--- src/rtl/led_seq_ctrl.sv ---
// LED pattern sequencer: walks a ROM address range at a programmable step rate
// and registers the returned pattern onto the LEDs, with pause/step/loop control.
module led_seq_ctrl #(
  parameter int ADDR_W = 5,
  parameter int DATA_W = 8,
  parameter int DIV_W  = 16
) (
  input  logic              CLK,
  input  logic              RESET,
  input  logic              start,
  input  logic              stop,
  input  logic              pause,
  input  logic              step,
  input  logic              dir,
  input  logic              loop,
  input  logic [ADDR_W-1:0] addr_lo,
  input  logic [ADDR_W-1:0] addr_hi,
  input  logic [DIV_W-1:0]  div_val,
  input  logic [DATA_W-1:0] rom_q,
  output logic [ADDR_W-1:0] rom_addr,
  output logic [DATA_W-1:0] led,
  output logic              busy,
  output logic              done,
  output logic              err
);

  typedef enum logic [1:0] {IDLE, RUN, PAUSE} state_t;

  localparam logic [ADDR_W-1:0] ADDR_ONE = ADDR_W'(1);
  localparam logic [DIV_W-1:0]  DIV_ONE  = DIV_W'(1);

  state_t              state;
  state_t              state_nxt;
  logic                dir_q;
  logic                loop_q;
  logic [ADDR_W-1:0]   lo_q;
  logic [ADDR_W-1:0]   hi_q;
  logic [DIV_W-1:0]    div_q;
  logic [DIV_W-1:0]    tick_cnt;
  logic [DIV_W-1:0]    cnt_nxt;
  logic [DIV_W-1:0]    div_last;
  logic [1:0]          ld_pipe;
  logic [ADDR_W-1:0]   addr_nxt;
  logic                addr_load;
  logic                busy_nxt;
  logic                done_nxt;
  logic                err_nxt;

  logic cmd_start, cmd_pause, cmd_step;
  logic range_ok, tick, advance, at_end, finish, run_free;

  // Only the highest-priority pulse of a cycle survives decoding
  assign cmd_start = start & ~stop;
  assign cmd_pause = pause & ~stop & ~start;
  assign cmd_step  = step & ~stop & ~start & ~pause;

  assign range_ok = (addr_lo <= addr_hi);
  assign div_last = (div_q == '0) ? '0 : (div_q - DIV_ONE);
  assign run_free = (state == RUN) && !stop && !cmd_start && !cmd_pause;
  assign tick     = (state == RUN) && (tick_cnt == div_last);
  assign advance  = (run_free && tick) || ((state == PAUSE) && cmd_step);
  assign at_end   = dir_q ? (rom_addr == lo_q) : (rom_addr == hi_q);
  assign finish   = advance && at_end && !loop_q;

  always_ff @(posedge CLK) begin
    if (!RESET) begin
      state <= IDLE;
    end else begin
      state <= state_nxt;
    end
  end

  always_comb begin
    state_nxt = state;
    if (stop) begin
      state_nxt = IDLE;
    end else if (cmd_start) begin
      state_nxt = range_ok ? RUN : IDLE;
    end else if (finish) begin
      state_nxt = IDLE;
    end else if (cmd_pause) begin
      case (state)
        RUN:     state_nxt = PAUSE;
        PAUSE:   state_nxt = RUN;
        default: state_nxt = state;
      endcase
    end
  end

  always_comb begin
    addr_load = 1'b0;
    addr_nxt  = rom_addr;
    cnt_nxt   = tick_cnt;
    busy_nxt  = (state_nxt != IDLE);
    done_nxt  = finish;
    err_nxt   = cmd_start && !range_ok;
    if (cmd_start && range_ok) begin
      addr_load = 1'b1;
      addr_nxt  = dir ? addr_hi : addr_lo;
      cnt_nxt   = '0;
    end else begin
      // The final address of a one-shot is held, so finishing is not a load
      if (advance && !finish) begin
        addr_load = 1'b1;
        if (at_end) begin
          addr_nxt = dir_q ? hi_q : lo_q;
        end else begin
          addr_nxt = dir_q ? (rom_addr - ADDR_ONE) : (rom_addr + ADDR_ONE);
        end
      end
      if (run_free) begin
        cnt_nxt = tick ? '0 : (tick_cnt + DIV_ONE);
      end
    end
  end

  always_ff @(posedge CLK) begin
    if (!RESET) begin
      rom_addr <= '0;
      led      <= '0;
      busy     <= 1'b0;
      done     <= 1'b0;
      err      <= 1'b0;
      tick_cnt <= '0;
      dir_q    <= 1'b0;
      loop_q   <= 1'b0;
      lo_q     <= '0;
      hi_q     <= '0;
      div_q    <= '0;
      ld_pipe  <= '0;
    end else begin
      rom_addr <= addr_nxt;
      tick_cnt <= cnt_nxt;
      busy     <= busy_nxt;
      done     <= done_nxt;
      err      <= err_nxt;
      if (cmd_start && range_ok) begin
        dir_q  <= dir;
        loop_q <= loop;
        lo_q   <= addr_lo;
        hi_q   <= addr_hi;
        div_q  <= div_val;
      end
      // One stage for the ROM address register, one for its data output
      ld_pipe <= {ld_pipe[0], addr_load};
      if (ld_pipe[1]) begin
        led <= rom_q;
      end
    end
  end

endmodule
--- config.mk ---
export PLATFORM = sky130hd
export DESIGN_NAME = led_seq_ctrl
export DESIGN_NICKNAME = d
export VERILOG_FILES = /design/src/rtl/led_seq_ctrl.sv
export SDC_FILE = /design/constraint.sdc
export NUM_CORES = 1
export LEC_CHECK = 0
export CORE_MARGIN = 2
export CORE_UTILIZATION = 54
export CTS_CLUSTER_SIZE = 14
export DETAILED_ROUTE_END_ITERATION = 10
export GPL_TIMING_DRIVEN = 0
export HOLD_SLACK_MARGIN = 0.06
export PLACE_DENSITY = 0.8
export SLEW_MARGIN = 20
export SYNTH_ARGS = -nofsm -noshare
export SYNTH_HDL_FRONTEND = slang
export SYNTH_SLANG_ARGS = --single-unit
--- constraint.sdc ---
create_clock -name CLK -period 3.2 [get_ports CLK]
set_input_delay 0.32 -clock CLK [delete_from_list [all_inputs] [get_ports CLK]]
set_output_delay 0.32 -clock CLK [all_outputs]
set_load 0.01 [all_outputs]
# After elaboration in Yosys (flattened, before gate mapping)
# Cells that the tools add are included.
dict set report classes {
  n_addsub 4
  mul 0
  n_div 0
  n_lt_le_gt_ge 1
  eq_ne 5
  n_shift 0
  muxes 17
  bitwise 10
  reduce_logical 22
}
# operator count
set op_table {}
lappend op_table {{2-to-1 mux 16 bit} 2}
lappend op_table {{2-to-1 mux 5 bit} 6}
lappend op_table {{adder 16 x 1 -> 16 bit, second input constant} 1}
lappend op_table {{== test 16 bit} 1}
lappend op_table {{zero test 16 bit} 1}
lappend op_table {{subtractor 16 x 1 -> 16 bit, second input constant} 1}
lappend op_table {{logical AND 1 bit} 11}
lappend op_table {{== test 5 bit} 2}
lappend op_table {{2-to-1 mux 2 bit} 4}
lappend op_table {{AND 1 bit} 6}
lappend op_table {{zero test 1 bit} 6}
lappend op_table {{adder 5 x 1 -> 5 bit, second input constant} 1}
lappend op_table {{less-or-equal comparator 5 bit} 1}
lappend op_table {{subtractor 5 x 1 -> 5 bit, second input constant} 1}
lappend op_table {{2-to-1 mux 1 bit} 4}
lappend op_table {{NOT 1 bit} 4}
lappend op_table {{one-hot mux 2 bit (2 select lines)} 1}
lappend op_table {{nonzero test 2 bit} 2}
lappend op_table {{== test 2 x 1 -> 1 bit, second input constant} 1}
lappend op_table {{== test 2 bit, second input constant} 1}
lappend op_table {{OR reduction 2 bit} 1}
lappend op_table {{logical OR 1 bit} 1}
dict set report word_totals {
  ff_bits 64
  latch_bits 0
  mem_bits_rw 0
  romBits 0
  in_bits 42
  out_inout_bits 16
  elab_cells 72
  mem_count 0
}

# Logic depth before layout (Yosys ltp)
dict set report logic_depth {
  word_depth 13
  ltp_mapped 12
  depth_no_buf 10
}

# Worst setup path after synthesis
# Ideal clock, no wire load.
dict set report synth_path {
  path_kind {flip-flop to flip-flop}
  start {reg div_q[0]}
  end {reg rom_addr[0]}
  t_arrival_ns 2.799
  path_slack_ns 0.279
  stages_incl_launch_ff 13
  n_path_buf 2
  cell_sequence {dfxtp_1 > inv_1 > ha_1 > or3b_1 > buf_2 > o31ai_4 > and2_1 > a21oi_1 > o32a_1 > or4_4 > o211a_1 > buf_6 > mux2i_1}
}
dict set report synth_via {
  elab_chain_cells 11
  word_cells_on_any_way 12
  classes_between {1 x add/sub; 1 x eq/ne; 1 x mux; 9 x reduce/logical}
}
# element line_no
set synth_rtl {}
lappend synth_rtl {{from (decl)} 38} ;# logic [DIV_W-1:0] div_q;
lappend synth_rtl {{from (signal assigned)} 142} ;# div_q <= div_val;
lappend synth_rtl {{subtractor 16 x 1 -> 16 bit or zero test 16 bit (tied branches)} 58} ;# assign div_last = (div_q == '0) ? '0 : (div_q - DIV_ONE);
lappend synth_rtl {{2-to-1 mux 16 bit *} 58}
lappend synth_rtl {{== test 16 bit *} 60} ;# assign tick = (state == RUN) && (tick_cnt == div_last);
lappend synth_rtl {{logical AND 1 bit *} 60}
lappend synth_rtl {{logical AND 1 bit *} 61} ;# assign advance = (run_free && tick) || ((state == PAUSE) && cmd_step);
lappend synth_rtl {{logical OR 1 bit *} 61}
lappend synth_rtl {{logical AND 1 bit (2 in series)} 63} ;# assign finish = advance && at_end && !loop_q;
lappend synth_rtl {{zero test 1 bit} 103} ;# if (advance && !finish) begin
lappend synth_rtl {{logical AND 1 bit *} 103}
lappend synth_rtl {{nonzero test 2 bit (no source line) *} n/a}
lappend synth_rtl {{to (signal assigned)} 132} ;# rom_addr <= addr_nxt;
lappend synth_rtl {{to (decl)} 20} ;# output logic [ADDR_W-1:0] rom_addr,
# Every way passes the cells marked *; elsewhere a longest branch is shown, timed or not.
# A chain may end at the register's enable or synchronous reset.

# Final worst setup path
dict set report layout_path {
  start {reg div_q[1]}
  end {reg done}
}
dict set report layout_via {
  elab_chain_cells 8
  word_cells_on_any_way 9
  classes_between {1 x add/sub; 1 x eq/ne; 1 x mux; 6 x reduce/logical}
}
# element line_no
set layout_rtl {}
lappend layout_rtl {{subtractor 16 x 1 -> 16 bit or zero test 16 bit (tied branches)} 58}
lappend layout_rtl {{2-to-1 mux 16 bit *} 58}
lappend layout_rtl {{== test 16 bit *} 60}
lappend layout_rtl {{logical AND 1 bit *} 60}
lappend layout_rtl {{logical AND 1 bit *} 61}
lappend layout_rtl {{logical OR 1 bit *} 61}
lappend layout_rtl {{logical AND 1 bit * (2 in series)} 63}
lappend layout_rtl {{to (signal assigned)} 135} ;# done <= done_nxt;
lappend layout_rtl {{to (decl)} 23} ;# output logic done,
# Marks and branches as above.

==> reports/qor.yml <==
clock_tree:
  cts_sinks: 64
  root_buffer: "clkbuf_8"
  clkTransAtPathRegs_ns: 0.08
  cts_made_buffers: 9
  cts_buffer_depth: 2
  htree_levels: 3
  ctsHoldBuffers: 0
  insertion_delay_ns: 0.36
  cts_tree: "done"
die:
  start_util_pct: 55.5
  rows: 30
  die_x_um: 87.6
  dieArea_um2: 7670
  dieHeight_um: 87.6
  io_pins: 58
  coreArea_um2: 6790
layout:
  layout_commonest_cell: "nand2_1"
  layout_common_cells: "nand2_1 (79), dfxtp_1 (62), clkdlybuf4s50_1 (56)"
  n_fill_cell: 536
  final_cells: 632
  fin_nets: 584
  antenna_cells: 0
  area_delta_synth_final_pct: 25.3
  drive_above_1_share_pct: 9.51
status:
  outcome: "finished, final reports clean"
route:
  drcViolationCount: 0
  dr.first_iter.drc_count: 229
  drt-wirelength-per-cell_um: 15.3
  ant_nets: 0
  routed_via_density: 5.64
  drt_wl_total_um: 9690
  firstDrtPassIters: 5
  num_vias: 3563
sta:
  worst_pin_slew_ns: 0.872
  skew_ns: 0.0114
  min_period_over_period_pct: 98.3
  finalSetupViolations: 0
  max_slew_margin_pct: 41.4
  min_period_ns: 3.15
  report.final.slew_viol_count: 0
  fmax_mhz: 318
  hold_viol: 0
  setup_tns_ns: 0
logic_synthesis:
  synth-edff-count: 0
  syn_nets: 514
  ys_ff_latch: 64
  ys_types: 59
  ys.flop_type: "dfxtp_1"
  syn_avg_cell_area_um2: 8.19
  yosysWarnings: 0
  synthCells: 461
  async_flop_share_pct: 0
  seq_area_frac_synth_pct: 34.0
  netlist_area_um2: 3770
power_and_ir_drop:
  seq_power_share_pct: 42.3
  combinationalPowerShare_pct: 25.2
  p_per_area_nw_per_um2: 428
  ir_drop_uv: 319
  p_switching_uw: 674
  p_clk_share_pct: 32.5
  p_int_uw: 1350
  p_leak_uw: 0.00173
  switching_share_pct: 33.3
global_route:
  overflow: 0
  grt_start_max_net_pins: 14
  antenna_found_initial: 0
  first_global_vias: 3268
  grt_pass1_wl_um: 15500
  grt.total_usage_pct: 25.8
worst_setup_path:
  path_class: "flip-flop to flip-flop"
  worstSetupStartpointType: "flip-flop"
  path_buf_inv: 3
  critPathMaxStageDelay_ns: 0.50
  cp.required_ns: 3.50
  cp_top_family: "simple AND/OR/NAND/NOR gates"
  cp_max_fo: 6
  worstPathArrival_ns: 3.45
  crit_slowest_cell: "or4_4"
  crit_chain: "inv_4 > ha_4 > or3b_1 > buf_6 > nor4_4 > a22oi_2 > o31ai_2 > o2111ai_1 > or4_4 > a2111oi_4 > buf_4 > and2_1"
  end_kind: "flip-flop"
place:
  gp_congestion: 0.962
  io_buffers: 56
  hpwl_um: 7130
  place_inst: 613
min_path:
  worstHoldPathType: "primary input to flip-flop"
flow_run:
  drv_cap: 0
cells in the mapped netlist (4+ instances only):
library cell | n | share of area, %
and2_1 | 5 | 0.83
clkbuf_1 | 19 | 1.9
mux2i_1 | 32 | 8.5
a21oi_1 | 37 | 4.9
nor2_1 | 39 | 3.9
inv_1 | 18 | 1.8
nor3_1 | 10 | 1.3
o21ai_0 | 8 | 1.1
ha_1 | 10 | 3.3
nand3_1 | 9 | 1.2
nor4_2 | 4 | 1.3
dfxtp_1 | 64 | 34
xnor2_1 | 24 | 5.6
nand2b_1 | 4 | 0.66
o211ai_1 | 7 | 1.4
xor2_1 | 13 | 3.0
nand2_1 | 79 | 7.9
nand4_1 | 13 | 2.2
flip-flops by register name, summed over array words and instances, names as in the netlist, 2 cells and up:
| register | count |
|---|---|
| div_q | 16 |
| tick_cnt | 16 |
| led | 8 |
| hi_q | 5 |
| lo_q | 5 |
| rom_addr | 5 |
| ld_pipe | 2 |
| state | 2 |
through the flow:
stage / hold slack [ns] / cell area [um^2] / utilization, % / total power [uW] / setup slack [ns]
6_report: 0.382 / 4730 / 69.6 / 2020 / 0.0536
4_1_cts: 0.384 / 4650 / 68.5 / 2000 / 0.00974
5_1_grt: 0.417 / 4730 / 69.6 / 2110 / -0.0454
3_5_place_dp: 0.426 / 4450 / 65.6 / 1350 / -0.0685
3_3_place_gp: 0.424 / 4450 / 65.6 / 1330 / -0.0319
2_1_floorplan: 0.412 / 3770 / - / 1200 / 0.279
cells by family (layout without fill, tap and decap cells):
| logic type | count (synthesis) | after routing | synth area share (%) |
|---|---|---|---|
| simple gates | 189 | 189 | 24.9 |
| compound gates | 84 | 84 | 15.2 |
| flops | 64 | 64 | 34.0 |
| buf+inv | 43 | 118 | 4.74 |
| xor+xnor | 37 | 37 | 8.59 |
| mux | 33 | 33 | 8.79 |
| fa+ha+maj | 11 | 11 | 3.85 |
area by class of cell:
type / count / area [um^2] / area share (%)
flip-flops and latches: 64 / 1290 / 27.3
clock inverters: 7 / 57.6 / 1.22
plain buffers: 25 / 119 / 2.51
multi-input cells: 354 / 2360 / 50.0
inverters: 18 / 72.6 / 1.53
clock buffers: 9 / 124 / 2.62
well taps: 96 / 120 / 2.54
repair buffers: 59 / 583 / 12.3
power groups by stage:
stage               Sequential, uW  Combinational, uW  Clock, uW
finish                         855                511        658
global route                   859                552        698
CTS                            855                485        659
detailed placement             873                475          0
global placement               871                463          0
floorplan                      868                330          0
worst register-to-register path, stage by stage, from the launching register on:
cell       delay, ns
dfxtp_4         0.38
inv_4           0.06
ha_4            0.13
or3b_1          0.36
buf_6           0.15
nor4_4          0.35
a22oi_2         0.15
o31ai_2         0.25
o2111ai_1       0.17
or4_4           0.50
a2111oi_4       0.31
buf_4           0.18
and2_1          0.11
path summary, 6_finish.rpt:
kind / startpoint / endpoint / slack (ns) / depth (start not counted)
setup / recovery: div_q[1] / done / 0.05 / 12
hold / removal: dir / dir_q / 0.38 / 3
setup reg to reg: div_q[1] / done / 0.05 / 12
hold reg to reg: ld_pipe[0] / ld_pipe[1] / 0.44 / 1
layer usage:
metal	wire length, um	global-route usage, %	vias up	share of wire (%)
met1	4300	33.7	1654	44
met2	4510	41.0	131	47
met5	0	0	-	0
met4	193	9.23	0	2.0
li1	-	-	1755	-
met3	681	6.97	23	7.0
what timing repair did:
action,4_1_cts,5_1_grt
endpoints found under the setup margin,19,24
pin swaps,4,12
resized for setup,3,19
setup buffers,0,3
Power figures use the tool's default switching activity.
